==> src/rtl/game_pkg.sv <==
// rtl/game_pkg.sv - shared state encoding, count width and default game parameters
package game_pkg;

  localparam int COUNT_W        = 5;
  localparam int DEF_ROUNDS     = 10;
  localparam int DEF_GAP_CYCLES = 3;

  typedef enum logic [2:0] {
    ST_IDLE  = 3'd0,
    ST_CLR   = 3'd1,
    ST_GEN   = 3'd2,
    ST_SHOW  = 3'd3,
    ST_INPUT = 3'd4,
    ST_SCORE = 3'd5,
    ST_GAP   = 3'd6,
    ST_DONE  = 3'd7
  } state_t;

endpackage

==> src/rtl/cycle_timer.sv <==
// rtl/cycle_timer.sv - loadable down-counter with enable and zero flag
module cycle_timer #(
  parameter int WIDTH = 4
) (
  input  logic             clk_1,
  input  logic             rst,
  input  logic             load,
  input  logic             en,
  input  logic [WIDTH-1:0] load_value,
  output logic             zero
);

  logic [WIDTH-1:0] count_q;
  logic [WIDTH-1:0] count_d;

  always_comb begin
    count_d = count_q;
    if (load) begin
      count_d = load_value;
    end else if (en && (count_q != '0)) begin
      count_d = count_q - 1'b1;
    end
  end

  always_ff @(posedge clk_1 or negedge rst) begin
    if (!rst) begin
      count_q <= '0;
    end else begin
      count_q <= count_d;
    end
  end

  assign zero = (count_q == '0);

endmodule

==> src/rtl/round_controller.sv <==
// rtl/round_controller.sv - game round sequencer; ROUND_TIMEOUT_EN adds an input-window timeout
module round_controller
  import game_pkg::*;
#(
  parameter int ROUNDS         = DEF_ROUNDS,
  parameter int GAP_CYCLES     = DEF_GAP_CYCLES,
  parameter int LRST_CYCLES    = 2,
  parameter int TIMEOUT_CYCLES = 1000
) (
  input  logic               clk_1,
  input  logic               rst,
  input  logic               start,
  input  logic               level_valid,
  input  logic               gen_done,
  input  logic               print_done,
  input  logic               input_done,
  input  logic               round_win,
  output logic               sub_rst_n,
  output logic               gen_en,
  output logic               print_en,
  output logic               input_en,
  output logic [COUNT_W-1:0] round_count,
  output logic [COUNT_W-1:0] answer_count,
  output logic               game_over,
  output logic               round_timeout
);

  localparam logic [3:0] LRST_LOAD = 4'(LRST_CYCLES - 1);
  localparam logic [3:0] GAP_LOAD  = 4'(GAP_CYCLES - 1);

  state_t             state_q, state_d;
  logic [COUNT_W-1:0] round_q, round_d;
  logic [COUNT_W-1:0] answer_q, answer_d;
  logic               win_q, win_d;
  logic               ph_load, ph_en, ph_zero;
  logic [3:0]         ph_load_value;
  logic               timeout_expired;

  // One timer paces both the CLR hold and the GAP idle; it is loaded on entry.
  cycle_timer #(.WIDTH(4)) u_phase_timer (
    .clk_1      (clk_1),
    .rst        (rst),
    .load       (ph_load),
    .en         (ph_en),
    .load_value (ph_load_value),
    .zero       (ph_zero)
  );

`ifdef ROUND_TIMEOUT_EN
  localparam int TO_W = ($clog2(TIMEOUT_CYCLES) > 10) ? $clog2(TIMEOUT_CYCLES) : 10;
  localparam logic [TO_W-1:0] TO_LOAD = TO_W'(TIMEOUT_CYCLES - 1);
  logic to_zero;

  cycle_timer #(.WIDTH(TO_W)) u_timeout_timer (
    .clk_1      (clk_1),
    .rst        (rst),
    .load       ((state_q == ST_SHOW) && print_done),
    .en         (state_q == ST_INPUT),
    .load_value (TO_LOAD),
    .zero       (to_zero)
  );

  assign timeout_expired = (state_q == ST_INPUT) && to_zero;
  assign round_timeout   = timeout_expired && !input_done;
`else
  assign timeout_expired = 1'b0;
  assign round_timeout   = 1'b0;
`endif

  always_comb begin
    state_d  = state_q;
    round_d  = round_q;
    answer_d = answer_q;
    win_d    = win_q;
    case (state_q)
      ST_IDLE: begin
        if (start && level_valid) begin
          round_d  = '0;
          answer_d = '0;
          state_d  = ST_CLR;
        end
      end
      ST_CLR:   if (ph_zero)    state_d = ST_GEN;
      ST_GEN:   if (gen_done)   state_d = ST_SHOW;
      ST_SHOW:  if (print_done) state_d = ST_INPUT;
      ST_INPUT: begin
        // input_done wins over a timeout landing in the same cycle
        if (input_done) begin
          win_d   = round_win;
          state_d = ST_SCORE;
        end else if (timeout_expired) begin
          win_d   = 1'b0;
          state_d = ST_SCORE;
        end
      end
      ST_SCORE: begin
        round_d  = round_q + 1'b1;
        answer_d = answer_q + COUNT_W'(win_q);
        state_d  = (round_d == COUNT_W'(ROUNDS)) ? ST_DONE : ST_GAP;
      end
      ST_GAP:   if (ph_zero) state_d = ST_CLR;
      ST_DONE: begin
        if (start) begin
          round_d  = '0;
          answer_d = '0;
          state_d  = ST_CLR;
        end
      end
      default:  state_d = ST_IDLE;
    endcase

    ph_load       = ((state_d == ST_CLR) || (state_d == ST_GAP)) && (state_d != state_q);
    ph_load_value = (state_d == ST_GAP) ? GAP_LOAD : LRST_LOAD;
    ph_en         = (state_q == ST_CLR) || (state_q == ST_GAP);
  end

  always_ff @(posedge clk_1 or negedge rst) begin
    if (!rst) begin
      state_q  <= ST_IDLE;
      round_q  <= '0;
      answer_q <= '0;
      win_q    <= 1'b0;
    end else begin
      state_q  <= state_d;
      round_q  <= round_d;
      answer_q <= answer_d;
      win_q    <= win_d;
    end
  end

  // The loop reset is also held low while the controller itself is in reset.
  assign sub_rst_n    = rst && (state_q != ST_CLR);
  assign gen_en       = (state_q == ST_GEN);
  assign print_en     = (state_q == ST_SHOW);
  assign input_en     = (state_q == ST_INPUT);
  assign game_over    = (state_q == ST_DONE);
  assign round_count  = round_q;
  assign answer_count = answer_q;

endmodule
==> config.mk <==
export PLATFORM = sky130hd
export DESIGN_NAME = round_controller
export DESIGN_NICKNAME = d
export VERILOG_FILES = /design/src/rtl/game_pkg.sv /design/src/rtl/cycle_timer.sv /design/src/rtl/round_controller.sv
export SDC_FILE = /design/constraint.sdc
export NUM_CORES = 1
export LEC_CHECK = 0
export ABC_CLOCK_PERIOD_IN_PS = 2100
export CAP_MARGIN = 20
export CORE_MARGIN = 2
export CORE_UTILIZATION = 52
export CTS_BUF_LIST = sky130_fd_sc_hd__clkbuf_8
export DETAILED_ROUTE_END_ITERATION = 10
export GPL_ROUTABILITY_DRIVEN = 0
export PLACE_DENSITY = 0.84
export SLEW_MARGIN = 20
export SYNTH_ARGS = -nofsm -noshare
export SYNTH_HDL_FRONTEND = slang
export SYNTH_SLANG_ARGS = --single-unit
==> constraint.sdc <==
create_clock -name clk_1 -period 2.1 [get_ports clk_1]
set_input_delay 0.42 -clock clk_1 [delete_from_list [all_inputs] [get_ports clk_1]]
set_output_delay 0.42 -clock clk_1 [all_outputs]
set_load 0.02 [all_outputs]
Word level (Yosys, flattened, before mapping)
Cells that the tools add are included.

storage, ports and cells
  flip-flop bits (word level) = 18

cells by class
  add/sub/neg operators = 3
  equality and inequality tests = 14
  reduce and logical (&&, ||, !) cells = 13
  multiplexer cells = 16

operators with widths
  operator               number
  $pmux W5 S3            2
  $pmux W3 S8            1
  $mux W3                7
  $eq A3 B3 Y1 const B   5
  $mux W5                2
  $mux W4                2
  $eq A3 B1 Y1 const B   2
  $eq A3 B2 Y1 const B   2
  $add A5 B1 Y5          1
  $add A5 B1 Y5 const B  1
  $eq A5 B4 Y1 const B   1
  $logic_and A1 B1 Y1    4
  $logic_not A4 Y1       1
  $ne A2 B2 Y1 const B   2
  $reduce_bool A4 Y1     1
  $sub A4 B1 Y4 const B  1
  $logic_not A3 Y1       1
  $ne A3 B1 Y1 const B   1
  $ne A3 B3 Y1           1
  $reduce_and A3 Y1      1
  $reduce_bool A3 Y1     1
  $logic_or A1 B1 Y1     2
  $mux W2                1
  $reduce_and A2 Y1      1
  2 further kinds        2

Longest topological paths before layout
  depth after elaboration = 8
  mapped depth = 6
  mapped depth without buffers = 6

Modules after synthesis
From an unflattened synthesis, not the netlist that was laid out.

second synthesis, totals
  cell total of the unflattened synthesis = 132
  area total of the unflattened synthesis = 1249.9 um^2

by module, submodules not included
  module            area each (um^2)  times used  seq. area each (um^2)  cells an instance
  round_controller  979.7             1           350.3                  105
  cycle_timer       270.3             1           100.1                  27

Least setup slack after synthesis
No wires, ideal clock.

  path kind = register -> output
  start point = register state_q[1]
  end point = output gen_en
  buffers on the path = 1
  arrival time = 1.263 ns
  cell stages (with the launch flop) = 3
  path slack = 0.417 ns
  path through = dfrtp_1 clkbuf_1 nor3b_1

between the ends
  cells in the longest elaborated chain, start to end = 1

ends and longest elaborated chain
  what                    line                     RTL
  start, declared         round_controller.sv:31   state_t state_q, state_d;
  start signal, assigned  round_controller.sv:124  state_q <= state_d;
  $eq A3 B2 Y1            round_controller.sv:133  assign gen_en = (state_q == ST_GEN);
  end, declared           round_controller.sv:19   output logic gen_en,

Every way passes these cells.

Worst setup path in the final report
  start point = register state_q[1]
  end point = output game_over

between the ends
  cells in the longest elaborated chain, start to end = 1

ends and longest elaborated chain
  what           line                     RTL
  $eq A3 B3 Y1   round_controller.sv:136  assign game_over = (state_q == ST_DONE);
  end, declared  round_controller.sv:24   output logic game_over,

Every way passes these cells.

==> reports/qor.yml <==
status:
  outcome: "finished clean"
yosys:
  netlist_area_sq_mm: 0.00116
  synth_mux_area_share_pct: 1.84
  syn_avg_cell_area_sq_um: 9.64
  synth_cell_types: 44
  synth_compound_area_share_pct: 21.1
  ys_warn_count: 0
  syn-num-nets: 133
  synth-edff-count: 0
  synth-seq-cells: 18
  yosys.area_share.simple_pct: 22.3
  synth-adder-area-share_pct: 5.41
  synth_xor_area_share_pct: 5.30
  yosys_most_used_dff: "dfrtp_1"
  async_flop_share_pct: 100
  syn_inst: 120
  synth_top_family_by_area: "simple AND/OR/NAND/NOR gates"
  seq_area_frac_synth_pct: 38.9
die:
  die_area_sq_mm: 0.00262
  die_x_microns: 51.2
  ios: 24
  row_count: 17
  start_util_pct: 53.9
  die-height_microns: 51.2
  core_area_sq_mm: 0.00215
cells_and_area:
  fillCellCount: 181
  fin_nets: 159
  final_cell_mix: "19 x clkdlybuf4s50_1, 16 x dfrtp_1, 7 x nand3_1, 7 x a22o_1"
  n_antenna_cell: 0
  drive_gt1_share_pct: 12.5
  areaGrowthSynthToFinish_pct: 26.5
  fin_util_pct: 68.1
  final_common_cell: "clkdlybuf4s50_1"
sta:
  drv_slew: 0
  rsz0062_at_grt: "no"
  period_share_pct: 95.0
  fmax_mhz: 501
  hold_ws_ps: 534
  finClkSkew_ps: 1.11
  period_minus_slack_ps: 1990
  finalSetupTns_ps: 0
  hold_violations: 0
  setup_viol: 0
clock_network:
  cts_inserted_buffers: 3
  hold_buffers: 0
  postCtsSetupRepairBufs: 0
  clock_latency_ps: 250
  cts_tree: "built"
  post_cts_resized: 2
  cts_sinks: 18
  clk_pin_slew_ps: 70
  clockBufferDepth: 2
  root_buffer: "clkbuf_8"
  cts.htree.levels: 1
global_route:
  grt_usage_pct: 22.6
  grt_overflow: 0
  antenna_found_initial: 0
  grt_pass1_vias: 1024
  grt_pass1_wl_mm: 4.40
  grt_max_degree: 19
worst_setup_path:
  cp_max_fo: 14
  reg2reg_slack_ps: 280
  critPathKind: "reg2out"
  cp-start-kind: "flop"
  crit_slowest_cell: "clkdlybuf4s50_1"
  end_kind: "output port"
  path_cells: "and3_1 -> clkdlybuf4s50_1"
  arrival_ps: 1570
  worstPathRequired_ps: 1680
  max_stage_delay_ps: 600
power:
  clock_power_share_pct: 12.2
  total_power_uw: 1950
  p_int_uw: 1110
  netSwitchingFraction_pct: 43.3
  seqPwrFrac_pct: 32.1
  pwr-share-comb_pct: 55.7
  p_switching_uw: 846
  power.density_mw_per_mm2: 1330
  vdd_drop_max_mv: 0.660
  p_leak_uw: 0.000664
drt:
  via_per_inst: 5.99
  drt-pass1-iter-count: 4
  post_drt_wl_per_cell_microns: 15.2
  routed_wl_mm: 2.61
  drt-initial-drc-count: 23
  drcViolationCount: 0
  dr_total_vias: 1031
  ant_nets: 0
placement:
  hpwl_mm: 1.98
  port_buffers: 22
job:
  max-cap-violations: 0
worst_hold_path:
  min-delay-path-class: "reg2reg"
## metrics by stage
stage,cells,worst slack (ps),area (sq um)
finish,172,105,1460
global route,172,28.2,1460
CTS,172,43.8,1460
detailed placement,169,-39.5,1420
global placement,169,-30.8,1420
floorplan,120,417,1160
## power by group through the flow
stage	sequential, uW	clock, uW	combinational, uW
detailed placement	623	0	1090
global placement	614	0	1060
floorplan	607	0	767
finish	627	239	1090
CTS	622	240	1100
global route	652	252	1210
## logic make-up (layout without fill, tap and decap cells)
group / after synthesis / after routing
DFF: 18 / 18
xor gates and xnor gates: 7 / 7
buffers and inverters: 11 / 35
other: 1 / 1
AOI/OAI and AO/OA: 34 / 34
and+or+nand+nor: 42 / 42
adders and majority gates: 5 / 5
muxes: 2 / 2
## final timing paths
path | from | end | cells after the start
setup / recovery | state_q[1]$_DFF_PN0_ | game_over | 2
hold reg to reg | win_q$_DFFE_PN0P_ | win_q$_DFFE_PN0P_ | 1
hold / removal | win_q$_DFFE_PN0P_ | win_q$_DFFE_PN0P_ | 1
max in group asynchronous | rst | state_q[1]$_DFF_PN0_ | 2
min in group asynchronous | rst | round_count[1]$_DFFE_PN0P_ | 2
setup reg to reg | state_q[1]$_DFF_PN0_ | round_count[2]$_DFFE_PN0P_ | 5
## routing by layer
metal | vias to the layer above | part of all wire, % | track usage [%]
met5 | - | 0 | 0
met4 | 0 | 0.38 | 7.66
li1 | 487 | - | -
met1 | 514 | 44 | 26.9
met3 | 2 | 4.4 | 5.26
met2 | 28 | 51 | 39.8
## flip-flops by register name (all words and copies together), names as in the netlist
signal,count
round_count,5
win_q,1
u_phase_timer.count_q,4
state_q,3
answer_count,5
## synthesized netlist by cell type, drive strengths merged, types with 2 or more instances
library cell	number	area (sq um)
nor4b	2	23.8
o21ai	8	43.8
a22o	7	61.3
ha	5	62.6
o211ai	3	22.5
nor2	4	15.0
dfrtp	18	450
nand3	7	35.0
a21oi	5	25.0
nor2b	3	18.8
a31oi	2	12.5
and2	3	18.8
and3b	2	17.5
nand2	6	22.5
clkbuf	2	7.51
buf	5	33.8
nand2b	3	18.8
xnor2	6	52.6
nor3	3	15.0
nor3b	5	42.5
inv	4	15.0
## worst max-delay path, delay by kind of cell (launching register included)
family / cells / cell delay (ps)
simple gates: 1 / 220
flops: 1 / 500
buf+inv: 1 / 600
## layout make-up
class	instances	area, sq um	area share [%]
clock buffer	3	41.3	2.82
inverter	4	15.0	1.03
multi-input combinational	91	651	44.4
sequential	18	453	30.9
tap	28	35.0	2.39
timing repair buffer	28	269	18.4
Note: power is estimated with default switching activity, not from simulation.
